**src/rtl/red_pitaya_pwm_pkg.sv**
```systemverilog
// Shared constants, counter widths and decoder state encoding for the PWM
// generator/receiver pair.
package red_pitaya_pwm_pkg;

  localparam int PWM_FULL_DEF = 156;
  localparam int FRM_LEN      = 16;
  localparam int N_CH         = 4;
  localparam int CNT_W        = 8;
  localparam int SUM_W        = 12;
  localparam int FCNT_W       = 4;

  typedef enum logic [1:0] {
    ST_IDLE  = 2'd0,
    ST_ALIGN = 2'd1,
    ST_LOCK  = 2'd2
  } pwm_rx_state_t;

endpackage

```
**src/rtl/red_pitaya_pwm_rx_ch.sv**
```systemverilog
// Single PWM channel: per-period high-cycle counter and 16-period frame sum.
module red_pitaya_pwm_rx_ch
  import red_pitaya_pwm_pkg::*;
(
  input  logic             clk_i,
  input  logic             rstn_i,
  input  logic             clr,
  input  logic             en,
  input  logic             per_end,
  input  logic             frm_end,
  input  logic             pwm,
  output logic [CNT_W-1:0] per_cnt,
  output logic [SUM_W-1:0] frm_sum
);

  logic [CNT_W-1:0] hi_cnt;
  logic [CNT_W-1:0] hi_next;
  logic [SUM_W-1:0] acc;
  logic [SUM_W-1:0] acc_next;

  // Period-end sample is folded into both the period count and the frame sum.
  assign hi_next  = hi_cnt + {{(CNT_W-1){1'b0}}, pwm};
  assign acc_next = acc + {{(SUM_W-CNT_W){1'b0}}, hi_next};

  always_ff @(posedge clk_i or negedge rstn_i) begin
    if (!rstn_i) begin
      hi_cnt  <= '0;
      acc     <= '0;
      per_cnt <= '0;
      frm_sum <= '0;
    end else if (clr) begin
      hi_cnt <= '0;
      acc    <= '0;
    end else if (en) begin
      if (per_end) begin
        hi_cnt  <= '0;
        per_cnt <= hi_next;
        if (frm_end) begin
          acc     <= '0;
          frm_sum <= acc_next;
        end else begin
          acc <= acc_next;
        end
      end else begin
        hi_cnt <= hi_next;
      end
    end
  end

endmodule

```
**src/rtl/red_pitaya_pwm_rx.sv**
```systemverilog
// Four-channel PWM decoder. States: IDLE waits for sync, ALIGN counts down the
// sync-to-frame delay, LOCK tracks period/frame position and emits results.
module red_pitaya_pwm_rx
  import red_pitaya_pwm_pkg::*;
#(
  parameter int PWM_FULL = PWM_FULL_DEF,
  parameter int SYNC_DLY = 3
) (
  input  logic                    clk_i,
  input  logic                    rstn_i,
  input  logic                    ena_i,
  input  logic [N_CH-1:0]         pwm_i,
  input  logic                    sync_i,
  output logic [N_CH*CNT_W-1:0]   per_cnt_o,
  output logic                    per_vld_o,
  output logic [N_CH*SUM_W-1:0]   frm_sum_o,
  output logic                    frm_vld_o,
  output logic                    locked_o,
  output logic                    sync_err_o
);

  localparam int PCNT_W = $clog2(PWM_FULL + 1);
  localparam logic [PCNT_W-1:0] P_FULL     = PCNT_W'(PWM_FULL);
  localparam logic [PCNT_W-1:0] P_SYNC_POS = PCNT_W'(PWM_FULL - SYNC_DLY);
  localparam logic [PCNT_W-1:0] P_DLY_LD   = PCNT_W'((SYNC_DLY > 0) ? SYNC_DLY - 1 : 0);
  localparam bit                ZERO_DLY   = (SYNC_DLY == 0);

  pwm_rx_state_t     state, state_nxt;
  logic [PCNT_W-1:0] dly, dly_nxt;
  logic [PCNT_W-1:0] pcnt, pcnt_nxt;
  logic [FCNT_W-1:0] fcnt, fcnt_nxt;
  logic              sync_ok, sync_bad, per_end, frm_end, run, ch_clr;

  assign sync_ok  = (fcnt == FCNT_W'(FRM_LEN - 1)) && (pcnt == P_SYNC_POS);
  assign sync_bad = (state == ST_LOCK) && ena_i && sync_i && !sync_ok;
  assign per_end  = (pcnt == P_FULL);
  assign frm_end  = per_end && (fcnt == FCNT_W'(FRM_LEN - 1));
  assign run      = (state == ST_LOCK) && ena_i && !sync_bad;
  assign ch_clr   = (state != ST_LOCK) || !ena_i || sync_bad;
  assign locked_o = (state == ST_LOCK);

  always_ff @(posedge clk_i or negedge rstn_i) begin
    if (!rstn_i) begin
      state      <= ST_IDLE;
      dly        <= '0;
      pcnt       <= '0;
      fcnt       <= '0;
      per_vld_o  <= 1'b0;
      frm_vld_o  <= 1'b0;
      sync_err_o <= 1'b0;
    end else begin
      state      <= state_nxt;
      dly        <= dly_nxt;
      pcnt       <= pcnt_nxt;
      fcnt       <= fcnt_nxt;
      per_vld_o  <= run && per_end;
      frm_vld_o  <= run && frm_end;
      sync_err_o <= sync_bad;
    end
  end

  always_comb begin
    state_nxt = state;
    dly_nxt   = dly;
    pcnt_nxt  = pcnt;
    fcnt_nxt  = fcnt;
    if (!ena_i) begin
      state_nxt = ST_IDLE;
      dly_nxt   = '0;
      pcnt_nxt  = '0;
      fcnt_nxt  = '0;
    end else begin
      case (state)
        ST_IDLE, ST_ALIGN: begin
          if (sync_i) begin
            // With zero delay the cycle after sync is already position 1.
            state_nxt = ZERO_DLY ? ST_LOCK : ST_ALIGN;
            dly_nxt   = P_DLY_LD;
            pcnt_nxt  = ZERO_DLY ? PCNT_W'(1) : '0;
            fcnt_nxt  = '0;
          end else if (state == ST_ALIGN) begin
            if (dly == '0) begin
              state_nxt = ST_LOCK;
              pcnt_nxt  = PCNT_W'(1);
              fcnt_nxt  = '0;
            end else begin
              dly_nxt = dly - PCNT_W'(1);
            end
          end
        end
        ST_LOCK: begin
          if (sync_bad) begin
            state_nxt = ZERO_DLY ? ST_LOCK : ST_ALIGN;
            dly_nxt   = P_DLY_LD;
            pcnt_nxt  = ZERO_DLY ? PCNT_W'(1) : '0;
            fcnt_nxt  = '0;
          end else if (per_end) begin
            pcnt_nxt = PCNT_W'(1);
            fcnt_nxt = fcnt + FCNT_W'(1);
          end else begin
            pcnt_nxt = pcnt + PCNT_W'(1);
          end
        end
        default: state_nxt = ST_IDLE;
      endcase
    end
  end

  for (genvar n = 0; n < N_CH; n++) begin : g_ch
    red_pitaya_pwm_rx_ch u_ch (
      .clk_i   (clk_i),
      .rstn_i  (rstn_i),
      .clr     (ch_clr),
      .en      (run),
      .per_end (per_end),
      .frm_end (frm_end),
      .pwm     (pwm_i[n]),
      .per_cnt (per_cnt_o[n*CNT_W +: CNT_W]),
      .frm_sum (frm_sum_o[n*SUM_W +: SUM_W])
    );
  end

endmodule

```
**config.mk**
```make
export PLATFORM = sky130hd
export DESIGN_NAME = red_pitaya_pwm_rx
export DESIGN_NICKNAME = d
export VERILOG_FILES = /design/src/rtl/red_pitaya_pwm_pkg.sv /design/src/rtl/red_pitaya_pwm_rx_ch.sv /design/src/rtl/red_pitaya_pwm_rx.sv
export SDC_FILE = /design/constraint.sdc
export NUM_CORES = 1
export LEC_CHECK = 0
export ABC_CLOCK_PERIOD_IN_PS = 4000
export BUFFER_PORTS_ARGS = -buffer_cell sky130_fd_sc_hd__buf_2
export CORE_MARGIN = 5
export CORE_UTILIZATION = 59
export DETAILED_ROUTE_END_ITERATION = 8
export HOLD_SLACK_MARGIN = 0.06
export MAX_ROUTING_LAYER = met4
export PLACE_DENSITY = 0.89
export SLEW_MARGIN = 0
export SYNTH_ARGS = -nofsm -noshare
export SYNTH_HDL_FRONTEND = slang
export SYNTH_SLANG_ARGS = --single-unit
export TNS_END_PERCENT = 20
```
**constraint.sdc**
```tcl
create_clock -name clk_i -period 4 [get_ports clk_i]
set_clock_uncertainty 0.1 [all_clocks]
set_input_delay 0.8 -clock clk_i [delete_from_list [all_inputs] [get_ports clk_i]]
set_output_delay 0.8 -clock clk_i [all_outputs]
set_load 0.01 [all_outputs]
```
; Word-level counts from Yosys, hierarchy flattened
; Cells that the tools add are included.
[totals]
word_cells = 126
out_inout_bits = 84
regBits = 185
[classes]
n_addsub = 11
n_mux = 54
n_reduce_logical = 25
bitwise = 1
eq_ne = 12
[op_table]
columns = op, n
row1 = 12-bit 2-to-1 mux, 16
row2 = 8-bit 2-to-1 mux, 23
row3 = 12-bit by 8-bit adder with 12-bit output, 4
row4 = 8-bit by 1-bit adder with 8-bit output, 4
row5 = 8-bit one-hot mux with 2 select lines, 2
row6 = 4-bit 2-to-1 mux, 6
row7 = 8-bit == test (second input constant), 2
row8 = 4-bit inequality test (second input constant), 3
row9 = 4-bit AND reduction, 3
row10 = 2-bit 2-to-1 mux, 5
row11 = 3-bit AND reduction, 3
row12 = 8-bit by 1-bit adder with 8-bit output (second input constant), 1
row13 = 1-bit logical AND, 8
row14 = 8-bit logical NOT, 1
row15 = 4-bit one-hot mux with 2 select lines, 1
row16 = 8-bit by 1-bit subtractor with 8-bit output (second input constant), 1
row17 = 4-bit by 1-bit adder with 4-bit output (second input constant), 1
row18 = 4-bit == test (second input constant), 1
row19 = 4-bit by 2-bit inequality test with 1-bit output (second input constant), 1
row20 = 2-bit one-hot mux with 2 select lines, 1
row21 = 2-bit nonzero test, 2
row22 = 1-bit logical NOT, 3
row23 = 3-bit by 1-bit inequality test with 1-bit output (second input constant), 1
row24 = 3-bit by 2-bit inequality test with 1-bit output (second input constant), 1
row25 = 8 further kinds, 9

; Depth between registers and ports, before layout
[depth]
word_depth = 8
mapped_depth = 13
ltp_nobuf = 13

; By module
; Synthesis repeated with hierarchy kept, for this count alone.
[unflattened]
cells_unflattened = 981
area_unflattened_um2 = 10187.3
[by_module_without_submodules]
columns = module, area_each_um2, seq_area_each_um2, cells_per_inst, n_inst
row1 = red_pitaya_pwm_rx_ch at g_ch[1].u_ch ..., 2154.6, 1001.0, 203, 2
row2 = red_pitaya_pwm_rx_ch at g_ch[0].u_ch, 2165.8, 1001.0, 207, 1
row3 = red_pitaya_pwm_rx_ch at g_ch[3].u_ch, 2113.3, 1001.0, 203, 1
row4 = red_pitaya_pwm_rx, 1599.0, 625.6, 165, 1

; Worst setup path before layout
; No wires, ideal clock.
[synth_timing]
kind = input -> register
startpoint = input pwm_i[3]
endpoint = register g_ch[3].u_ch.acc[11]
setup_ps = 118
arrival_time_ps = 3096
path_slack_ps = 686
path_buffers = 0
stages = 13
required_time_ps = 3782
path_cell_list = ha_1 -> ha_1 -> nand3_1 -> nor2_1 -> xnor2_1 -> inv_1 -> ha_1 -> a21o_1 -> a221oi_1 -> nand2_1 -> and4_1 -> nor3b_1 -> a21o_1
[synth_via]
elab_chain_cells = 6
[synth_rtl]
columns = element, line_no
row1 = from (decl), red_pitaya_pwm_rx.sv:12  ; input logic [N_CH-1:0] pwm_i,
row2 = 8-bit by 1-bit adder with 8-bit output, red_pitaya_pwm_rx_ch.sv:22  ; assign hi_next = hi_cnt + {{(CNT_W-1){1'b0}}, pwm};
row3 = via g_ch[3].u_ch.hi_next[6], red_pitaya_pwm_rx_ch.sv:17  ; logic [CNT_W-1:0] hi_next;
row4 = 12-bit by 8-bit adder with 12-bit output, red_pitaya_pwm_rx_ch.sv:23  ; assign acc_next = acc + {{(SUM_W-CNT_W){1'b0}}, hi_next};
row5 = 12-bit 2-to-1 mux, red_pitaya_pwm_rx_ch.sv:38  ; if (frm_end) begin
row6 = 12-bit 2-to-1 mux, red_pitaya_pwm_rx_ch.sv:35  ; if (per_end) begin
row7 = 12-bit 2-to-1 mux, red_pitaya_pwm_rx_ch.sv:34  ; end else if (en) begin
row8 = 12-bit 2-to-1 mux, red_pitaya_pwm_rx_ch.sv:31  ; end else if (clr) begin
row9 = to (signal assigned), red_pitaya_pwm_rx_ch.sv:42  ; acc <= acc_next;
row10 = to (decl), red_pitaya_pwm_rx_ch.sv:18  ; logic [SUM_W-1:0] acc;
; The timed path passes the listed nets, and every way through them passes these cells. The select of a mux whose other input is x is not followed.
; A chain may end at the register's enable or synchronous reset.

; Worst setup path after layout
[layout_timing]
startpoint = input pwm_i[3]
endpoint = register g_ch[3].u_ch.frm_sum[11]
[layout_via]
elab_chain_cells = 2
[layout_rtl]
columns = element, line_no
row1 = 8-bit by 1-bit adder with 8-bit output, red_pitaya_pwm_rx_ch.sv:22
row2 = via g_ch[3].u_ch.hi_next[6], red_pitaya_pwm_rx_ch.sv:17
row3 = 12-bit by 8-bit adder with 12-bit output, red_pitaya_pwm_rx_ch.sv:23
row4 = to (signal assigned), red_pitaya_pwm_rx_ch.sv:40  ; frm_sum <= acc_next;
row5 = to (decl), red_pitaya_pwm_rx_ch.sv:13  ; output logic [SUM_W-1:0] frm_sum
; The timed path passes the listed nets, and every way through them passes these cells.

==> impl_results.md <==
- Run status: finished clean
- # resized after CTS: 0
- CTS tree: yes
- Clock Path Buffers: 2
- Hold_buf cts: 0
- Row count: 45
- Worst Path Arrival: 3640 ps
- Final ANT Viol Nets: 0
- Sequential Power Share: 48.4%
- Asr flop ratio synth: 100%
- Max layer used: met4
- Worst-margin pin slew: 745 ps
- Global route overflow: 0
- Setup violations, final: 0
- 1st-iter DRT viols: 501
- Post-CTS setup repair buffer count: 0
- Clk root buf: clkbuf_16
- Pleak: 5.50 nW
- CP max stage cell: a221oi_1
- Placed insts: 1,223
- H-tree depth: 4
- Die Height: 135 um
- Combinational power share: 4.0%
- Routed WL: 21,700 um
- CP endpoint kind: flop
- Largest net degree at the start of global routing: 81
- Fin crit share: 85.2%
- WS Path Type: in2reg
- Crit path top cell by count: ha_1
- Filler Cell Count: 1,113
- Hold/Removal Path Class: in2async
- Post-synth top area share: 49.9%
- Setup ws final: 591 ps
- Unique masters post-synth: 66
- Drt pass-1 iters: 5
- Placement Setup Slack: 246 ps
- Relative slew slack: 50.4%
- Commonest register cell after synthesis: dfrtp_1
- Max Freq: 293 MHz
- Synthesized netlist cell count: 942
- Sw Share: 21.6%
- TritonCTS Sinks: 185
- Final Critical Period: 3410 ps
- GP Congestion: 0.851
- WL/cell: 17.3 um
- Post-synth EDFFs: 0
- Cell-internal power: 3.09 mW
- IO Pins: 92
- Critical Path Max Stage Delay: 410 ps
- Starting density of the core: 60.6%
- Post-Syn Nets: 1,005
- Layout cells sized above 1: 15.3%
- Synthesized flop and latch total: 185
- Port Buf Inserts: 91
- Area grow syn2layout: 14.1%
- Crit-path max FO: 6
- Element type at the critical path start: input pin
- Chip width: 135 um
- Clock transition at path regs: 70 ps
- Met1 wire length: 8950 um
- CP cell instances: buf_2 -> ha_1 -> ha_1 -> nand3_1 -> nor2_1 -> xnor2_1 -> inv_1 -> ha_1 -> a21o_1 -> a221oi_1 -> nand2_1 -> and4_1 -> xnor2_1 -> o21ai_0
- DIE AREA: 18,300 um^2
- Average cell area after synthesis: 9.86 um^2
- Count of non-filler cells in the finished layout: 1,255
- Final nets: 1,094
- Hold violation count in the final report: 0
- Metal2 WL: 11,000 um
- Maximum vdd drop: 0.379 mV
- Sequential share of the synthesized area: 49.9%
- Clk_lat worst skew: 430 ps
- Max Cap Viol: 0
- DP HPWL: 14,700 um
- Initial antenna violation count: 0
- Dominant cell type by area after synthesis: dfrtp_1
- Synth top area cells: dfrtp_1 (50%), ha_1 (6.9%), o21ai_0 (6.5%)
- Clock power share: 47.6%
- Vias in the first global route: 7,295
- Global-route usage over all layers: 25.6%
- Via count: 7,337
- CTS buffer count: 17
- ANT cells: 0
- Met3 WL: 1140 um
- Synth Warn #: 0
- Switching power: 0.849 mW
- Setup tns final: 0 ps
- First-pass GRT wire length: 36,000 um
- Vias per inst: 5.85
- Post-synthesis cell area: 9290 um^2
- Max-slew violations: 0
- RSZ-0062 raised after global routing: false
- Worst EP required: 4230 ps
- Core box area: 15,300 um^2
- Post-route DRC: 0
- Ratio of total power to cell area: 371 nW/um^2
-- registers in the layout (all words and copies together) (netlist names) --
signal,flops
dly,8
fcnt,4
frm_vld_o,1
g_ch.u_ch.acc,48
g_ch.u_ch.frm_sum,48
g_ch.u_ch.hi_cnt,32
g_ch.u_ch.per_cnt,32
pcnt,8
per_vld_o,1
state,2
sync_err_o,1
-- power groups by stage --
| stage | sequential [mW] | clock (mW) | combinational [mW] |
|---|---|---|---|
| after global routing | 1.91 | 1.98 | 0.181 |
| after CTS | 1.90 | 1.90 | 0.160 |
| after global placement | 1.94 | 0 | 0.153 |
| final | 1.90 | 1.87 | 0.157 |
| after floorplan | 1.94 | 0 | 0.0879 |
| after detailed placement | 1.94 | 0 | 0.159 |
-- final cells by class --
class | instances | area [um^2] | area share [%]
multi-input combinational | 679 | 4300 | 40.5
inverter | 43 | 161 | 1.52
timing repair buffer | 105 | 579 | 5.47
clock buffer | 20 | 457 | 4.31
tap | 211 | 264 | 2.49
sequential | 185 | 4630 | 43.7
clock inverter | 12 | 211 | 2.00
-- per-layer routing --
layer	vias to the layer above	GRT usage [%]
li1	3447	-
met1	3561	31.8
met2	273	41.8
met3	56	4.42
met4	0	10.5
met5	-	-
-- cell families (layout without fill, tap and decap cells) --
kind of cell | Yosys count | count (layout) | synth area share [%]
and+or+nand+nor | 310 | 310 | 15.6
AOI/OAI and AO/OA | 241 | 241 | 15.8
DFF | 185 | 185 | 49.9
buffers and inverters | 78 | 180 | 3.95
xor gates and xnor gates | 65 | 65 | 6.13
adders and majority gates | 55 | 55 | 7.73
muxes | 8 | 8 | 0.970
-- worst paths after layout --
| kind | from | end | slack, ps | depth (start not counted) |
|---|---|---|---|---|
| worst min register to register | g_ch[0].u_ch.per_cnt[0] | g_ch[0].u_ch.per_cnt[0] | 370 | 2 |
| worst min-delay path | rstn_i | g_ch[0].u_ch.frm_sum[3] | 280 | 1 |
| max in group asynchronous | rstn_i | g_ch[3].u_ch.frm_sum[0] | 2660 | 2 |
| worst max-delay path | pwm_i[3] | g_ch[3].u_ch.frm_sum[11] | 590 | 14 |
| min in group clk_i | g_ch[0].u_ch.per_cnt[0] | g_ch[0].u_ch.per_cnt[0] | 370 | 2 |
| worst max register to register | g_ch[3].u_ch.hi_cnt[0] | g_ch[3].u_ch.frm_sum[11] | 710 | 13 |
-- cell usage after synthesis, types with 4 or more instances --
library cell    n
a21o_1         16
nand4_1         5
a221oi_1        4
dfrtp_1       185
o21bai_1        4
nand2_1       160
buf_2           5
o31ai_1         6
inv_1          43
buf_4           4
ha_1           51
nand3_1        31
fa_1            4
o21ai_1        13
o21ai_0       121
xnor2_1        38
a22o_1         11
and3_1         19
mux2_2          7
nand2b_1        6
nor3_1          4
buf_6           7
xor2_1         27
a31oi_1        16
nor2_1         55
clkbuf_1       15
buf_1           4
a21oi_1        25
-- layout by cell type (no fill, tap or decap), types with 4 or more instances in the layout --
master / Yosys / routed
nand4_1: 5 / 5
clkinv_4: 0 / 5
nand2b_1: 6 / 6
o21ai_0: 121 / 121
buf_2: 5 / 90
nor2_1: 55 / 55
xor2_1: 27 / 27
a31oi_1: 16 / 16
a221oi_1: 4 / 4
bufinv_16: 0 / 5
nor3_1: 4 / 4
clkbuf_16: 0 / 17
mux2_2: 7 / 7
nand2_1: 160 / 160
a21oi_1: 25 / 25
ha_1: 51 / 51
o21ai_1: 13 / 13
inv_1: 43 / 43
o31ai_1: 6 / 6
xnor2_1: 38 / 38
o21bai_1: 4 / 4
fa_1: 4 / 4
and3_1: 19 / 19
a22o_1: 11 / 11
buf_4: 4 / 13
nand3_1: 31 / 30
a21o_1: 16 / 16
dfrtp_1: 185 / 185
-- critical path: cells and delay by family --
| family | cells | cell delay [ps] |
|---|---|---|
| adder cells (fa/ha/maj) | 3 | 850 |
| buffers and inverters | 2 | 180 |
| AO/OA/AOI/OAI | 3 | 840 |
| XOR/XNOR | 2 | 370 |
| AND/OR/NAND/NOR | 4 | 600 |
-- per-stage QoR --
step                instance area [um^2]  hold slack [ps]  util (%)  total power [mW]
floorplan                           9290              346         -              2.02
global placement                    9930              344      64.8              2.09
global route                       10600              355      69.2              4.06
detailed placement                  9930              353      64.8              2.10
finish                             10600              283      69.2              3.94
CTS                                10600              319      69.2              3.96
No activity file was read; power rests on OpenSTA's default activity.
